## config.mk

```make
export PLATFORM = sky130hd
export DESIGN_NAME = sample_pipeline
export DESIGN_NICKNAME = d
export VERILOG_FILES = /design/src/rtl/audio_pkg.sv /design/src/rtl/sample_fifo.sv /design/src/rtl/sample_pipeline.sv
export SDC_FILE = /design/constraint.sdc
export NUM_CORES = 1
export LEC_CHECK = 0
export BUFFER_PORTS_ARGS = -buffer_cell sky130_fd_sc_hd__buf_4
export CORE_AREA = 8 8 99 101
export CTS_CLUSTER_DIAMETER = 30
export DETAILED_ROUTE_END_ITERATION = 10
export DIE_AREA = 0 0 107 109
export GPL_TIMING_DRIVEN = 0
export PLACE_DENSITY = 0.73
export SYNTH_ARGS = -nofsm -noshare
export SYNTH_HDL_FRONTEND = slang
export SYNTH_SLANG_ARGS = --single-unit
```

## constraint.sdc

```tcl
create_clock -name clk -period 3.15 [get_ports clk]
set_clock_uncertainty 0.05 [all_clocks]
set_input_delay 0.1575 -clock clk [delete_from_list [all_inputs] [get_ports clk]]
set_output_delay 0.1575 -clock clk [all_outputs]
set_load 0.02 [all_outputs]
```

## src/rtl/audio_pkg.sv

```systemverilog
`default_nettype none
// ============================================================================
// Module      : audio_pkg
// Description : Shared types and helpers for the audio sample path. Holds the
//               sequencer state encoding, the default sample width and the
//               mid-scale helper used for reset values.
// Revision    : 1.0 - initial release
// ============================================================================
package audio_pkg;

  // Default sample width shared by the ADC, the filter and the DAC
  localparam int AUDIO_N = 10;

  // Sample sequencer states: wait for a conversion, let the filter settle,
  // then write the filter result into the FIFO.
  typedef enum logic [1:0] {
    SP_IDLE   = 2'd0,
    SP_SETTLE = 2'd1,
    SP_WRITE  = 2'd2
  } sp_state_t;

  // Mid-scale code of an unsigned n-bit sample, 2^(n-1)
  function automatic int unsigned midscale(input int unsigned n);
    return 32'd1 << (n - 32'd1);
  endfunction

endpackage
`default_nettype wire

```

## src/rtl/sample_fifo.sv

```systemverilog
`default_nettype none
// ============================================================================
// Module      : sample_fifo
// Description : DEPTH x N sample FIFO with an explicit occupancy counter.
//               The caller qualifies wr_i/rd_i against full/empty; a write
//               while full is legal only together with a read.
// Revision    : 1.0 - initial release
// ============================================================================
module sample_fifo #(
  parameter int N     = 10,
  parameter int DEPTH = 4
) (
  input  logic                       clk,
  input  logic                       reset,
  input  logic                       wr_i,
  input  logic                       rd_i,
  input  logic [N-1:0]               wdata_i,
  output logic [N-1:0]               rdata_o,
  output logic                       full_o,
  output logic                       empty_o,
  output logic [$clog2(DEPTH+1)-1:0] level_o
);

  localparam int c_pw = $clog2(DEPTH);
  localparam int c_lw = $clog2(DEPTH + 1);
  localparam logic [c_lw-1:0] c_depth = c_lw'(DEPTH);

  logic [N-1:0]    mem_q [DEPTH];
  logic [c_pw-1:0] wr_ptr_q;
  logic [c_pw-1:0] rd_ptr_q;
  logic [c_lw-1:0] level_q;

  // Storage array; no reset needed since cleared pointers make old data unreachable
  always_ff @(posedge clk) begin
    if (wr_i) begin
      mem_q[wr_ptr_q] <= wdata_i;
    end
  end

  // Pointers wrap naturally; level counts +1 on write, -1 on read, 0 on both
  always_ff @(posedge clk or posedge reset) begin
    if (reset) begin
      wr_ptr_q <= '0;
      rd_ptr_q <= '0;
      level_q  <= '0;
    end else begin
      if (wr_i) begin
        wr_ptr_q <= wr_ptr_q + 1'b1;
      end
      if (rd_i) begin
        rd_ptr_q <= rd_ptr_q + 1'b1;
      end
      if (wr_i && !rd_i) begin
        level_q <= level_q + 1'b1;
      end else if (rd_i && !wr_i) begin
        level_q <= level_q - 1'b1;
      end
    end
  end

  assign rdata_o = mem_q[rd_ptr_q];
  assign full_o  = (level_q == c_depth);
  assign empty_o = (level_q == '0);
  assign level_o = level_q;

endmodule
`default_nettype wire

```

## src/rtl/sample_pipeline.sv

```systemverilog
`default_nettype none
// ============================================================================
// Module      : sample_pipeline
// Description : Single-clock sample sequencer between the ADC interface, the
//               combinational IIR stage and the PWM DAC. Edge-detects ADC
//               conversions, keeps the x[n], x[n-1], y[n-1] history, waits a
//               fixed settle window for the filter, then queues the filter
//               result in a FIFO drained on rising edges of pwm_ready.
//               Optional macro SAMPLE_PIPELINE_STATS_EN adds saturating
//               drop/overflow/underflow counters (drop_cnt, ovf_cnt, unf_cnt).
// Revision    : 1.0 - initial release
// ============================================================================
module sample_pipeline
  import audio_pkg::*;
#(
  parameter int N      = AUDIO_N,
  parameter int DEPTH  = 4,
  parameter int SETTLE = 3
) (
  input  logic                       clk,
  input  logic                       reset,
  input  logic [N-1:0]               adc_data,
  input  logic                       adc_valid,
  output logic [N-1:0]               x_cur,
  output logic [N-1:0]               x_prev,
  output logic [N-1:0]               y_prev,
  input  logic [N-1:0]               filt_out,
  input  logic                       pwm_ready,
  output logic [N-1:0]               duty_val,
  output logic [$clog2(DEPTH+1)-1:0] fifo_level
`ifdef SAMPLE_PIPELINE_STATS_EN
  ,
  output logic [15:0]                drop_cnt,
  output logic [15:0]                ovf_cnt,
  output logic [15:0]                unf_cnt
`endif
);

  localparam int c_cw = (SETTLE > 1) ? $clog2(SETTLE) : 1;
  localparam int c_lw = $clog2(DEPTH + 1);
  localparam logic [N-1:0]    c_mid      = N'(midscale(N));
  localparam logic [c_cw-1:0] c_cnt_init = c_cw'(SETTLE - 1);

  logic            valid_q;
  logic            ready_q;
  sp_state_t       state_q;
  logic [c_cw-1:0] cnt_q;
  logic [N-1:0]    x_cur_q;
  logic [N-1:0]    x_prev_q;
  logic [N-1:0]    y_prev_q;
  logic [N-1:0]    duty_q;

  logic            w_rise;
  logic            w_pop_req;
  logic            w_push;
  logic            w_wr;
  logic            w_rd;
  logic            w_full;
  logic            w_empty;
  logic [N-1:0]    w_head;
  logic [c_lw-1:0] w_level;

  assign w_rise    = adc_valid & ~valid_q;
  assign w_pop_req = pwm_ready & ~ready_q;
  assign w_push    = (state_q == SP_WRITE);
  // Reads only from a non-empty FIFO; a write while full needs a concurrent read
  assign w_rd      = w_pop_req & ~w_empty;
  assign w_wr      = w_push & (~w_full | w_rd);

  // Delayed copies of the strobe levels for rising-edge detection
  always_ff @(posedge clk or posedge reset) begin
    if (reset) begin
      valid_q <= 1'b0;
      ready_q <= 1'b0;
    end else begin
      valid_q <= adc_valid;
      ready_q <= pwm_ready;
    end
  end

  // Sequencer: capture a sample, hold it for the settle window, commit the filter result
  always_ff @(posedge clk or posedge reset) begin
    if (reset) begin
      state_q  <= SP_IDLE;
      cnt_q    <= '0;
      x_cur_q  <= c_mid;
      x_prev_q <= c_mid;
      y_prev_q <= c_mid;
    end else begin
      case (state_q)
        SP_IDLE: begin
          if (w_rise) begin
            x_prev_q <= x_cur_q;
            x_cur_q  <= adc_data;
            cnt_q    <= c_cnt_init;
            state_q  <= SP_SETTLE;
          end
        end
        SP_SETTLE: begin
          if (cnt_q == '0) begin
            state_q <= SP_WRITE;
          end else begin
            cnt_q <= cnt_q - 1'b1;
          end
        end
        SP_WRITE: begin
          // Feedback follows the filter even when the FIFO discards the sample
          y_prev_q <= filt_out;
          state_q  <= SP_IDLE;
        end
        default: begin
          state_q <= SP_IDLE;
        end
      endcase
    end
  end

  // Duty register loads the FIFO head on each successful pop, otherwise holds
  always_ff @(posedge clk or posedge reset) begin
    if (reset) begin
      duty_q <= c_mid;
    end else if (w_rd) begin
      duty_q <= w_head;
    end
  end

  sample_fifo #(
    .N     (N),
    .DEPTH (DEPTH)
  ) u_fifo (
    .clk     (clk),
    .reset   (reset),
    .wr_i    (w_wr),
    .rd_i    (w_rd),
    .wdata_i (filt_out),
    .rdata_o (w_head),
    .full_o  (w_full),
    .empty_o (w_empty),
    .level_o (w_level)
  );

  assign x_cur      = x_cur_q;
  assign x_prev     = x_prev_q;
  assign y_prev     = y_prev_q;
  assign duty_val   = duty_q;
  assign fifo_level = w_level;

`ifdef SAMPLE_PIPELINE_STATS_EN
  logic        w_drop;
  logic        w_ovf;
  logic        w_unf;
  logic [15:0] drop_cnt_q;
  logic [15:0] ovf_cnt_q;
  logic [15:0] unf_cnt_q;

  assign w_drop = w_rise & (state_q != SP_IDLE);
  assign w_ovf  = w_push & w_full & ~w_rd;
  assign w_unf  = w_pop_req & w_empty;

  // Event counters, each saturating at all-ones
  always_ff @(posedge clk or posedge reset) begin
    if (reset) begin
      drop_cnt_q <= '0;
      ovf_cnt_q  <= '0;
      unf_cnt_q  <= '0;
    end else begin
      if (w_drop && (drop_cnt_q != 16'hFFFF)) begin
        drop_cnt_q <= drop_cnt_q + 16'd1;
      end
      if (w_ovf && (ovf_cnt_q != 16'hFFFF)) begin
        ovf_cnt_q <= ovf_cnt_q + 16'd1;
      end
      if (w_unf && (unf_cnt_q != 16'hFFFF)) begin
        unf_cnt_q <= unf_cnt_q + 16'd1;
      end
    end
  end

  assign drop_cnt = drop_cnt_q;
  assign ovf_cnt  = ovf_cnt_q;
  assign unf_cnt  = unf_cnt_q;
`endif

endmodule
`default_nettype wire

```

# Word level (Yosys, flattened, before mapping)
# Memory sizes are Yosys's and may differ from the RTL's. A register that Yosys moved wholly into a read port is not among the register bits.
# Cells that the tools add are included.
# op_classes
add_sub_neg	5
eq_ne	6
mux	10
bitwise	9
reduce_logical	12
# ops
cell	count
2-bit two-way mux	4
2-bit one-hot mux with 2 select lines	2
3-bit two-way mux	2
2-bit inequality test (second input constant)	3
2-bit by 1-bit adder with 2-bit output (second input constant)	2
1-bit AND	4
2-bit zero test	2
1-bit NOT	4
2-bit AND reduction	2
2-bit nonzero test	2
3-bit by 1-bit adder with 3-bit output (second input constant)	1
3-bit equality test (second input constant)	1
3-bit zero test	1
3-bit AND reduction	1
3-bit by 1-bit subtractor with 3-bit output (second input constant)	1
2-bit by 1-bit equality test with 1-bit output (second input constant)	1
2-bit equality test (second input constant)	1
1-bit logical AND	2
1-bit zero test	2
1-bit two-way mux	2
2-bit by 1-bit subtractor with 2-bit output (second input constant)	1
1-bit bitwise OR	1
# totals
register_bits	43
ram_bits	40
in_bits	24
output_inout_bits	43
elab_cells	53
mem_count	1
# mem_list
memory	words	width	read_ports	rd_ports_with_merged_regs	write_ports	line	rtl
u_fifo.mem_q	4	10	1	1	1	sample_fifo.sv:28	logic [N-1:0] mem_q [DEPTH];

# Logic depth before layout (Yosys ltp)
# logic_depth
depth_word	9
depth_mapped	10

# Cells and area by module
# A second synthesis with hierarchy kept.
# unflattened
hier_cells	192
hier_area_um2	3599.7
# by_module_without_submodules
mod	n_inst	cells_each	area_per_inst_um2	seq_area_each_um2
sample_fifo	1	87	1844.3	1376.3
sample_pipeline	1	105	1755.4	1156.1

# Worst setup path after synthesis
# Ideal clock, no wire load.
# synth_path
path_type	register to register
start	reg u_fifo.level_q[0], in the netlist u_fifo.level_o[0]
end	reg u_fifo.level_q[2], in the netlist u_fifo.level_o[2]
t_arrival_ns	2.076
t_required_ns	3.020
setup_slack_ns	0.944
path_stages_with_launch	11
path_buffers	1
path_cell_list	dfrtp_1 > nor3_1 > nor2_1 > buf_4 > inv_1 > ha_1 > inv_1 > fa_1 > xor2_1 > nor2_1 > xor2_1
# synth_via
elab_chain_len	8
# synth_rtl
element	line	rtl
start: declaration	sample_fifo.sv:31	logic [c_lw-1:0] level_q;
start signal: assignment	sample_fifo.sv:54	level_q <= level_q + 1'b1;
start signal: assignment	sample_fifo.sv:56	level_q <= level_q - 1'b1;
3-bit zero test	sample_fifo.sv:63	assign empty_o = (level_q == '0);
1-bit NOT	sample_pipeline.sv:67	assign w_rd = w_pop_req & ~w_empty;
1-bit AND	sample_pipeline.sv:67	
1-bit bitwise OR	sample_pipeline.sv:68	assign w_wr = w_push & (~w_full | w_rd);
1-bit AND	sample_pipeline.sv:68	
1-bit zero test	sample_fifo.sv:55	end else if (rd_i && !wr_i) begin
1-bit logical AND	sample_fifo.sv:55	
2-bit nonzero test (no source line)	n/a	
# Parallel ways exist; a longest one is shown, timed or not. The select of a mux whose other input is x is not followed.
# A chain may end at the register's enable or synchronous reset.

# Final worst setup path
# Ends and elaborated chain as after synthesis.

==> reports/results.env <==
OUTCOME='finished, final reports clean'
DETAILEDROUTE.FIRSTPASSITERATIONCOUNT=4
PATH_CLASS='reg2reg'
MOSTFREQUENTLAYOUTCELL='buf_4'
NUM_ANTENNA_CELLS=0
POSTPLACECELLAREA_SQ_UM=4280
TOTAL_NEGATIVE_SLACK_NS=0
MAX_SLEW.WORST_PIN.SLEW_NS=0.532
TIMING.MAX_SLEW.REL_SLACK_PCT=64.5
VDD_DROP_MAX_V=0.000579
GRT_START_MAX_NET_PINS=32
FINAL_LAYOUT_SIZE_SUFFIX_GT1_SHARE_PCT=49.0
YS_TYPES=27
CTS_TREE='built'
FINAL_MAX_SLEW_VIOL_COUNT=0
WIRE_PER_INST_UM=16.3
FINAL_UTIL_PCT=56.7
GLOBALPLACE.CONGESTION=0.720
FINAL.PERIOD_UTILIZATION_PCT=74.8
WORST_SETUP_PATH_END_KIND='flip-flop'
NUM_IO_PINS=67
CORE_AREA_SQ_UM=8380
IO_BUF_COUNT=66
START_KIND='flip-flop'
CAP_VIOLATIONS=0
CTSLONGESTPATHBUFFERS=2
REMAINING_DRC_ERRORS=0
WORST_PATH_MAX_FANOUT=10
GRT_PASS1_WL_UM=11000
VIA_COUNT_OF_THE_FIRST_GLOBAL_ROUTING_PASS=2200
CLOCK.FMAX_GHz=0.425
DRT_FIRST_ITER_VIOLATIONS=57
CTS.SINKS=93
WORST_EP_REQUIRED_TIME_NS=3.37
SYNTH-SEQ-CELLS=93
DETAILED_PLACE_HPWL_UM=4520
HTREE_LEVELS=3
GRT_SETUP_UNREPAIRED='no'
DIEHEIGHT_UM=109
TIMING.RR.START='u_fifo.level_o[0]'
NUM_ROWS=34
SYNTH_TOP_AREA_CELL='dfrtp_1'
SETUP_VIOL=0
FINALHOLDVIOLCOUNT=0
GATE_COUNT_AFTER_TECHNOLOGY_MAPPING=190
YOSYSWARNINGS=0
SYNTH_TOP_AREA_SHARE_PCT=33.8
CLKTRANSATPATHREGS_NS=0.09
SYNTH.NET_COUNT=221
CLK_LATENCY_NS=0.35
SYNTH_AREA_SQ_UM=3630
SYNTH-SEQ-AREA-SHARE_PCT=69.8
SYN_AVG_CELL_AREA_SQ_UM=19.1
CRIT_ARRIVAL_NS=2.58
FINISH.NET_COUNT=322
DETAIL-ROUTE-ANTENNA-NETS=0
DIE_W_UM=107
POSTSYNTH.ASYNCRESETSHARE_PCT=57.0
CP-STARTPOINT='u_fifo.level_o[0]'
SYNTH_FLOP_CELL='dfrtp_1'
HOLD_PATH_CLASS='in2async'
VIA_DENSITY_PER_INSTANCE=4.78
POWER.TOTAL_uW=4590
SYN_TO_FINAL_GROWTH_PCT=31.0
GRT_REMAINING_OVERFLOW=0
CTS_ROOT_BUF='clkbuf_8'
FP.DIEAREA_SQ_UM=11700
GRT_UTIL_ALL_LAYERS_PCT=12.3
RESIZED_AFTER_CTS=0
FINAL_CELL_MIX='69 x buf_4, 49 x dfrtp_1, 40 x edfxtp_1'
FINAL_PERIOD_MINUS_WORST_SETUP_SLACK_NS=2.36
ANTENNA_FOUND_INITIAL=0
YS_TOP_CELLS_BY_AREA='dfrtp_1 34%, edfxtp_1 33%, mux2_2 10%'
CELLLEAKAGEPOWER_uW=0.00198
FINISH.INSTANCE_AREA_SQ_UM=4750
NUMCTSBUFFERS=9
NUMBER_OF_VIAS_AFTER_DETAILED_ROUTING=1930
POWER_DENS_CELLS_nW_PER_UM2=966
INITIAL_UTIL_PCT=43.3
SYNTH_EDF_COUNT=40
DETAIL_ROUTE.WIRELENGTH_UM=6580
## cell families after synthesis
logic type,share of synthesized area (%)
simple gates,3.00
mux,20.6
fa+ha+maj,2.62
buf+inv,1.93
xor+xnor,1.45
flops,69.8
compound gates,0.621
## where the power goes
group / internal [uW] / switching, uW / leakage [uW]
Combinational: 910 / 834 / 0.000874
Sequential: 1660 / 234 / 0.000981
Clock: 536 / 416 / 0.000122
Total: 3100 / 1480 / 0.00198
## cells in the mapped netlist, drive strengths merged (2+ instances only)
cell and number:
nor2 3, o21ai 2, xnor2 2, mux2 42, nand2b 3, dfstp 4, dfrtp 49, and2 4
inv 7, buf 6, edfxtp 40, xor2 4, ha 6, mux4 10
## metal layers
metal	up-vias	part of all wire, %	track usage, %
met5	-	0	0
met4	0	1.9	6.63
met3	12	7.2	4.20
met2	52	50	20.9
met1	967	41	13.4
li1	899	-	-
## through the flow
stage                     setup WS [ns]  cells  hold slack (ns)
after global placement            0.832    364            0.227
after floorplan                   0.944    190            0.139
after detailed placement          0.802    365            0.174
after global routing              0.551    404            0.394
final                             0.794    404            0.341
after CTS                         0.778    404            0.341
## worst max-delay path: stages (launching register included)
cell and delay [ns]:
dfrtp_1 0.46, nor3_1 0.29, nor2_1 0.14, buf_4 0.22, inv_1 0.08, ha_1 0.19, inv_1 0.07, fa_1 0.37
xor2_1 0.17, nor2_1 0.11, xor2_1 0.15
## sequential cells by signal, indices dropped and copies added, names as in the netlist, 2 cells and up
| register | count |
|---|---|
| cnt_q | 2 |
| duty_val | 10 |
| state_q | 2 |
| u_fifo.level_o | 3 |
| u_fifo.mem_q | 40 |
| u_fifo.rd_ptr_q | 2 |
| u_fifo.wr_ptr_q | 2 |
| x_cur | 10 |
| x_prev | 10 |
| y_prev | 10 |
## timing repair
item / 4_1_cts / 5_1_grt
setup buffers: 0 / 0
hold endpoints to repair: 72 / 0
setup endpoints to repair: 0 / 0
hold buffers: 23 / 0
## final cells by class
class | count | area, sq um
plain buffers | 6 | 43.8
repair buffers | 90 | 746
clock inverters | 6 | 116
fillers | 635 | 3630
inverters | 7 | 26.3
well taps | 108 | 135
multi-input cells | 84 | 1020
clock buffers | 10 | 128
flip-flops and latches | 93 | 2530
## worst paths after layout
check	endpoint	slack, ns	depth (start not counted)
setup / recovery	u_fifo.level_o[2]	0.79	10
hold / removal	x_cur[3]	0.34	3
setup reg to reg	u_fifo.level_o[2]	0.79	10
hold reg to reg	cnt_q[0]	0.43	1
max in group asynchronous	duty_val[9]	2.10	4
min in group clk	ready_q	0.43	2
Power figures use the tool's default switching activity.
